$ cat config.mk
export PLATFORM = sky130hd
export DESIGN_NAME = spi_peripheral
export DESIGN_NICKNAME = d
export VERILOG_FILES = /design/src/rtl/spi_pkg.sv /design/src/rtl/sync_ff.sv /design/src/rtl/spi_peripheral.sv
export SDC_FILE = /design/constraint.sdc
export NUM_CORES = 1
export LEC_CHECK = 0
export CAP_MARGIN = 10
export CORE_UTILIZATION = 40
export CTS_CLUSTER_SIZE = 10
export DETAILED_ROUTE_END_ITERATION = 10
export HOLD_SLACK_MARGIN = 0.05
export MAX_ROUTING_LAYER = met4
export PLACE_DENSITY_LB_ADDON = 0.25
export SLEW_MARGIN = 20
export SYNTH_ARGS = -nofsm -noshare
export SYNTH_HDL_FRONTEND = slang
export SYNTH_SLANG_ARGS = --single-unit
$ cat constraint.sdc
create_clock -name clk -period 3.2 [get_ports clk]
set_input_delay 0.64 -clock clk [delete_from_list [all_inputs] [get_ports clk]]
set_output_delay 0.64 -clock clk [all_outputs]
set_load 0.01 [all_outputs]
$ cat src/rtl/spi_pkg.sv
// Shared constants and types for the SPI register-write peripheral.
package spi_pkg;
    localparam int FRAME_W = 16;
    localparam int CNT_W   = 5;
    localparam logic [CNT_W-1:0] CNT_SAT = 5'd17;

    localparam logic [6:0] ADDR_EN_OUT_LO = 7'h00;
    localparam logic [6:0] ADDR_EN_OUT_HI = 7'h01;
    localparam logic [6:0] ADDR_EN_PWM_LO = 7'h02;
    localparam logic [6:0] ADDR_EN_PWM_HI = 7'h03;
    localparam logic [6:0] ADDR_DUTY      = 7'h04;

    typedef enum logic [1:0] {
        IDLE,
        RECV,
        COMMIT
    } spi_state_t;
endpackage

$ cat src/rtl/sync_ff.sv
// Multi-flop synchronizer with configurable depth and reset value.
module sync_ff #(
    parameter int   DEPTH   = 2,
    parameter logic RST_VAL = 1'b0
) (
    input  logic clk,
    input  logic rst_n,
    input  logic d,
    output logic q
);
    logic [DEPTH-1:0] stg;

    always_ff @(posedge clk or negedge rst_n) begin
        if (!rst_n) stg <= {DEPTH{RST_VAL}};
        else        stg <= {stg[DEPTH-2:0], d};
    end

    assign q = stg[DEPTH-1];
endmodule

$ cat src/rtl/spi_peripheral.sv
// SPI mode-0 write-only register block: 16-bit frames {rw, addr[6:0], data[7:0]}
// commit into five 8-bit control registers once chip select deasserts.
module spi_peripheral
    import spi_pkg::*;
#(
    parameter int         SYNC_STAGES = 2,
    parameter logic [6:0] MAX_ADDR    = 7'h04
) (
    input  logic       clk,
    input  logic       rst_n,
    input  logic       sclk,
    input  logic       copi,
    input  logic       ncs,
    output logic [7:0] en_reg_out_7_0,
    output logic [7:0] en_reg_out_15_8,
    output logic [7:0] en_reg_pwm_7_0,
    output logic [7:0] en_reg_pwm_15_8,
    output logic [7:0] pwm_duty_cycle
);
    logic sclk_s, copi_s, ncs_s;
    logic sclk_d, ncs_d;

    sync_ff #(.DEPTH(SYNC_STAGES), .RST_VAL(1'b0)) u_sync_sclk (.clk(clk), .rst_n(rst_n), .d(sclk), .q(sclk_s));
    sync_ff #(.DEPTH(SYNC_STAGES), .RST_VAL(1'b0)) u_sync_copi (.clk(clk), .rst_n(rst_n), .d(copi), .q(copi_s));
    sync_ff #(.DEPTH(SYNC_STAGES), .RST_VAL(1'b1)) u_sync_ncs  (.clk(clk), .rst_n(rst_n), .d(ncs),  .q(ncs_s));

    // The ncs chain shows its reset value for SYNC_STAGES cycles after release;
    // a falling edge is only trusted once a real high level has been seen.
    logic [SYNC_STAGES-1:0] flush;
    logic                   armed;

    wire sclk_rise = sclk_s & ~sclk_d & ~ncs_s;
    wire ncs_fall  = ~ncs_s & ncs_d & armed;
    wire ncs_rise  = ncs_s & ~ncs_d;

    spi_state_t           state;
    logic [CNT_W-1:0]     cnt;
    logic [FRAME_W-1:0]   shreg;
    wire  [6:0]           addr = shreg[14:8];
    wire                  wr_ok = (cnt == CNT_W'(FRAME_W)) && shreg[FRAME_W-1] && (addr <= MAX_ADDR);

    always_ff @(posedge clk or negedge rst_n) begin
        if (!rst_n) begin
            sclk_d          <= 1'b0;
            ncs_d           <= 1'b1;
            flush           <= '0;
            armed           <= 1'b0;
            state           <= IDLE;
            cnt             <= '0;
            shreg           <= '0;
            en_reg_out_7_0  <= 8'h00;
            en_reg_out_15_8 <= 8'h00;
            en_reg_pwm_7_0  <= 8'h00;
            en_reg_pwm_15_8 <= 8'h00;
            pwm_duty_cycle  <= 8'h00;
        end else begin
            sclk_d <= sclk_s;
            ncs_d  <= ncs_s;
            flush  <= {flush[SYNC_STAGES-2:0], 1'b1};
            if (flush[SYNC_STAGES-1] && ncs_s) armed <= 1'b1;

            case (state)
                IDLE: begin
                    if (ncs_fall) begin
                        state <= RECV;
                        cnt   <= '0;
                        shreg <= '0;
                    end
                end
                RECV: begin
                    if (ncs_rise) begin
                        state <= COMMIT;
                    end else if (sclk_rise) begin
                        shreg <= {shreg[FRAME_W-2:0], copi_s};
                        if (cnt != CNT_SAT) cnt <= cnt + 1'b1;
                    end
                end
                COMMIT: begin
                    state <= IDLE;
                    if (wr_ok) begin
                        case (addr)
                            ADDR_EN_OUT_LO: en_reg_out_7_0  <= shreg[7:0];
                            ADDR_EN_OUT_HI: en_reg_out_15_8 <= shreg[7:0];
                            ADDR_EN_PWM_LO: en_reg_pwm_7_0  <= shreg[7:0];
                            ADDR_EN_PWM_HI: en_reg_pwm_15_8 <= shreg[7:0];
                            ADDR_DUTY:      pwm_duty_cycle  <= shreg[7:0];
                            default: ;
                        endcase
                    end
                end
                default: state <= IDLE;
            endcase
        end
    end
endmodule

After elaboration in Yosys (flattened, before gate mapping):

Index checks and enable logic that the tools add are counted.

* $add $sub $neg: 1
* $lt $le $gt $ge: 1
* eq/ne operators: 13
* multiplexer cells: 12
* bitwise operators: 8
* reduce and logical (&&, ||, !) cells: 14

Operator list (number)
* $mux W16: 3
* $pmux W16 S2: 1
* $mux W5: 4
* $reduce_and A3 Y1: 5
* $eq A7 B2 Y1 const B: 2
* $ne A2 B2 Y1 const B: 5
* $pmux W5 S2: 1
* $eq A7 B1 Y1 const B: 1
* $eq A7 B3 Y1 const B: 1
* $le A7 B3 Y1 const B: 1
* $logic_not A7 Y1: 1
* $add A5 B1 Y5 const B: 1
* $and A1 B1 Y1: 5
* $eq A5 B5 Y1 const B: 1
* $ne A5 B5 Y1 const B: 1
* $reduce_and A5 Y1: 1
* $mux W2: 2
* $pmux W2 S2: 1
* $reduce_and A4 Y1: 1
* $logic_and A1 B1 Y1: 3
* $not A1 Y1: 3
* $eq A2 B1 Y1 const B: 1
* $eq A2 B2 Y1 const B: 1
* $logic_not A2 Y1: 1
* 2 further kinds: 2

* register bits after elaboration: 74
* output and inout port bits: 40
* word-level logic and storage cells: 64

Longest topological paths before layout:

* depth in word-level cells: 6
* gate-level depth with buffers: 6
* mapped depth without buffers: 6

Hierarchy:

A second synthesis with hierarchy kept.

* cells, all modules: 179
* area, all modules: 2835.2 µm²

By module, submodules not included
* spi_peripheral: times used 1, cells each 173, area each 2682.6 µm²
* sync_ff at u_sync_copi ...: times used 2, cells each 2, area each 50.0 µm²
* sync_ff at u_sync_ncs: times used 1, cells each 2, area each 52.6 µm²

Least setup slack after synthesis:

Ideal clock, no wire load.

* kind: register to register
* start: register cnt[2]
* end: register en_reg_pwm_7_0[0]
* library setup time: 125 ps
* arrival: 1765 ps
* data required time: 3075 ps
* setup slack: 1311 ps
* cell stages (with the launch flop): 5
* period minus slack after synthesis: 1889 ps
* path through: dfrtp_1 or4b_4 nor4_4 nand3b_2 mux2_2

* word-level cells in the longest chain between the ends: 4

RTL lines
* from (decl): line spi_peripheral.sv:37 `logic [CNT_W-1:0] cnt;`
* from (signal assigned): line spi_peripheral.sv:75 `if (cnt != CNT_SAT) cnt <= cnt + 1'b1;`
* $eq A5 B5 Y1: line spi_peripheral.sv:40 `wire wr_ok = (cnt == CNT_W'(FRAME_W)) && shreg[FRAME_W-1] && (addr <= MAX_ADDR);`
* $logic_and A1 B1 Y1 (2 in a row): line spi_peripheral.sv:40
* $reduce_and A3 Y1 (no line)
* to (signal assigned): line spi_peripheral.sv:84 `ADDR_EN_PWM_LO: en_reg_pwm_7_0 <= shreg[7:0];`
* to (decl): line spi_peripheral.sv:16 `output logic [7:0] en_reg_pwm_7_0,`

Every way passes these cells.
A chain may end at the register's enable or synchronous reset.

Worst setup path after layout:

* start: register cnt[2]
* end: register en_reg_pwm_7_0[5]

The elaborated chain is that of the path after synthesis.

==> out/results.txt <==
Final Hold Viols - 0
GR Overflow Total - 0
data required time at the worst endpoint - 3.43 ns
CTS tree - built
endpoint class of the critical path - register
sequential element share of the synthesized area - 66.4%
R2R depth - 4
Post-DP HPWL - 3380 um
leakage power - 1.67 nW
warnings from Yosys - 0
worst slack after detailed placement - 1.07 ns
number of global-route vias before repair - 1659
maximum clock frequency - 471 MHz
status - complete, no violations
Non-Filler Cell Area, Final - 3560 sq um
Starting Density - 41.4%
first-pass GRT wire length - 8760 um
average routed wire per standard cell - 16.5 um
GP Congestion - 0.718
number of instances resized during post-cts repair - 0
number of nets with antenna violations after routing - 0
ratio of routed vias to standard cells - 5.26
dpl cells - 303
overall fraction of global-route tracks in use - 16.7%
highest layer used for signal routing - met4
number of CTS-inserted buffers - 9
number of antenna violations at the first check in global routing - 0
register bit total from synthesis - 74
WHS - 0.331 ns
maximum fanout count along the critical path - 8
number of nets in the finished design - 242
Site Rows - 30
setup repair bufs after CTS - 0
proportion of layout cells with a drive suffix above 1 - 29.7%
fraction of the core area covered by cells at the end of the flow - 52.7%
EDFF count, synth - 0
Port-buffer cells - 44
number of instances in the synthesized netlist - 179
core outline area - 6760 sq um
Netlist cell types - 31
async set-reset flop share out of synthesis - 100%
wire length on met2 - 2400 um
clock tree sinks - 74
later-pin clock latency in the skew report - 0.34 ns
path category of the worst min-delay check - in2async
number of maximum-capacitance violations - 0
Mapped Area - 2800 sq um
Detailed Route Iter0 Violations - 79
Max-Slew Margin vs Limit - 54.2%
Top-Level Pins - 45
wire length the detailed router placed on met1 - 2570 um
maximum number of pins on one net before global-route repair - 47
dominant synthesized flop cell - sky130_fd_sc_hd__dfrtp_1
cell area power density - 507 nW/um^2
Period Utilization, post-route - 66.3%
clock-pin slew on the worst setup and hold paths - 0.08 ns
wire length on met3 - 175 um
fin worst setup slack - 1.08 ns
Synth Net Count - 187
Total Neg Setup Slack - 0 ns
peak supply drop - 272 uV
deepest level of the CTS H-tree - 3
die footprint - 7330 sq um
Critical Path Start Type - register
vias after detailed routing - 1678
overall power - 1.80 mW
DP Area - 3350 sq um
endpoints failing setup - 0
DRC viols - 0
max-slew violation count - 0
DRT Wirelength - 5260 um
Final Instance Count excl. Fillers - 319
clk_skew - 0.00609 ns
die height - 85.6 um
Area Growth Syn to Fin - 27.3%
Min Clock Period, post-route - 2.12 ns
Critical Setup Path Class - reg2reg
Die X - 85.6 um
largest buffer count on any clock path - 2
syn_area_per_cell - 15.6 sq um
Root Buffer - sky130_fd_sc_hd__clkbuf_8
data arrival time of the critical path - 2.35 ns
unrepaired setup endpoints after global routing - no
antenna cells - 0
Pre-Repair DR Iteration Count - 4
number of hold buffers added after CTS - 0
transition at the pin with the smallest max-transition slack - 0.687 ns
[cells in the final DEF, fill, tap and decap left out, types with 2 or more instances in the layout]
cell / instances
sky130_fd_sc_hd__buf_4: 2
sky130_fd_sc_hd__inv_1: 2
sky130_fd_sc_hd__nand3b_2: 2
sky130_fd_sc_hd__nand2_1: 2
sky130_fd_sc_hd__ha_1: 3
sky130_fd_sc_hd__dfrtp_1: 71
sky130_fd_sc_hd__nor3b_1: 2
sky130_fd_sc_hd__clkbuf_8: 11
sky130_fd_sc_hd__nor3_1: 4
sky130_fd_sc_hd__nor2_1: 6
sky130_fd_sc_hd__mux2_2: 40
sky130_fd_sc_hd__dfstp_2: 3
sky130_fd_sc_hd__clkinv_2: 3
sky130_fd_sc_hd__mux2i_1: 2
sky130_fd_sc_hd__nand3_1: 5
sky130_fd_sc_hd__clkdlybuf4s50_1: 43
sky130_fd_sc_hd__a22o_1: 16
sky130_fd_sc_hd__xnor2_1: 2
[final timing paths]
path / slack, ns / from / end
max: 1.08 / cnt[2] / en_reg_pwm_7_0[5]
min: 0.33 / rst_n / en_reg_pwm_7_0[6]
max reg2reg: 1.08 / cnt[2] / en_reg_pwm_7_0[5]
min reg2reg: 0.35 / u_sync_sclk.stg[0] / u_sync_sclk.stg[1]
max in group asynchronous: 2.14 / rst_n / ncs_d
min in group clk: 0.35 / u_sync_sclk.stg[0] / u_sync_sclk.stg[1]
[Yosys cell counts (2+ instances only)]
library cell,n,area (sq um)
sky130_fd_sc_hd__nor3b_1,2,15.0
sky130_fd_sc_hd__dfrtp_1,71,1780
sky130_fd_sc_hd__ha_1,3,37.5
sky130_fd_sc_hd__mux2_2,40,450
sky130_fd_sc_hd__mux2i_1,2,20.0
sky130_fd_sc_hd__nor3_1,4,20.0
sky130_fd_sc_hd__dfstp_2,3,78.8
sky130_fd_sc_hd__a22o_1,16,140
sky130_fd_sc_hd__xnor2_1,2,17.5
sky130_fd_sc_hd__inv_1,2,7.51
sky130_fd_sc_hd__nand3b_2,2,22.5
sky130_fd_sc_hd__clkbuf_1,3,11.3
sky130_fd_sc_hd__nor2_1,6,22.5
sky130_fd_sc_hd__nand3_1,5,25.0
sky130_fd_sc_hd__nand2_1,2,7.51
[kinds of logic after synthesis]
logic type / after synthesis / synth area share, %
AOI/OAI and AO/OA: 20 / 6.00
xor gates and xnor gates: 2 / 0.627
adders and majority gates: 3 / 1.34
buffers and inverters: 5 / 0.672
DFF: 74 / 66.4
muxes: 42 / 16.8
other: 1 / 0.134
and+or+nand+nor: 32 / 8.01
[power breakdown]
group	leakage, nW	switching, mW	internal, mW	total [mW]
registers	0.998	0.0274	0.959	0.987
logic	0.571	0.0543	0.0324	0.0866
clock network	0.105	0.333	0.398	0.731
[layer usage]
layer,GRT usage (%),up-vias
met5,-,-
met4,8.79,0
met3,3.46,11
met2,21.8,37
met1,24.2,871
li1,-,759
[final cells by class]
type | instances | area, sq um
inverters | 2 | 7.51
clock inverters | 5 | 52.6
repair buffers | 47 | 470
clock buffers | 11 | 151
fillers | 572 | 3200
multi-input cells | 100 | 921
flip-flops and latches | 74 | 1860
well taps | 80 | 100
[worst max-delay path, stage by stage, from the launching register on]
cell and delay [ns]:
sky130_fd_sc_hd__dfrtp_1 0.43, sky130_fd_sc_hd__or4b_4 0.57, sky130_fd_sc_hd__nor4_4 0.30, sky130_fd_sc_hd__nand3b_2 0.34, sky130_fd_sc_hd__mux2_2 0.37
[state kept, by name (all words and copies together), names as in the netlist]
| register | flops |
|---|---|
| flush | 2 |
| ncs_d | 1 |
| pwm_duty_cycle | 8 |
| u_sync_copi.stg | 2 |
| en_reg_out_15_8 | 8 |
| cnt | 5 |
| en_reg_out_7_0 | 8 |
| armed | 1 |
| u_sync_sclk.stg | 2 |
| shreg | 16 |
| u_sync_ncs.stg | 2 |
| en_reg_pwm_15_8 | 8 |
| sclk_d | 1 |
| en_reg_pwm_7_0 | 8 |
| state | 2 |
Power figures use the tool's default switching activity.
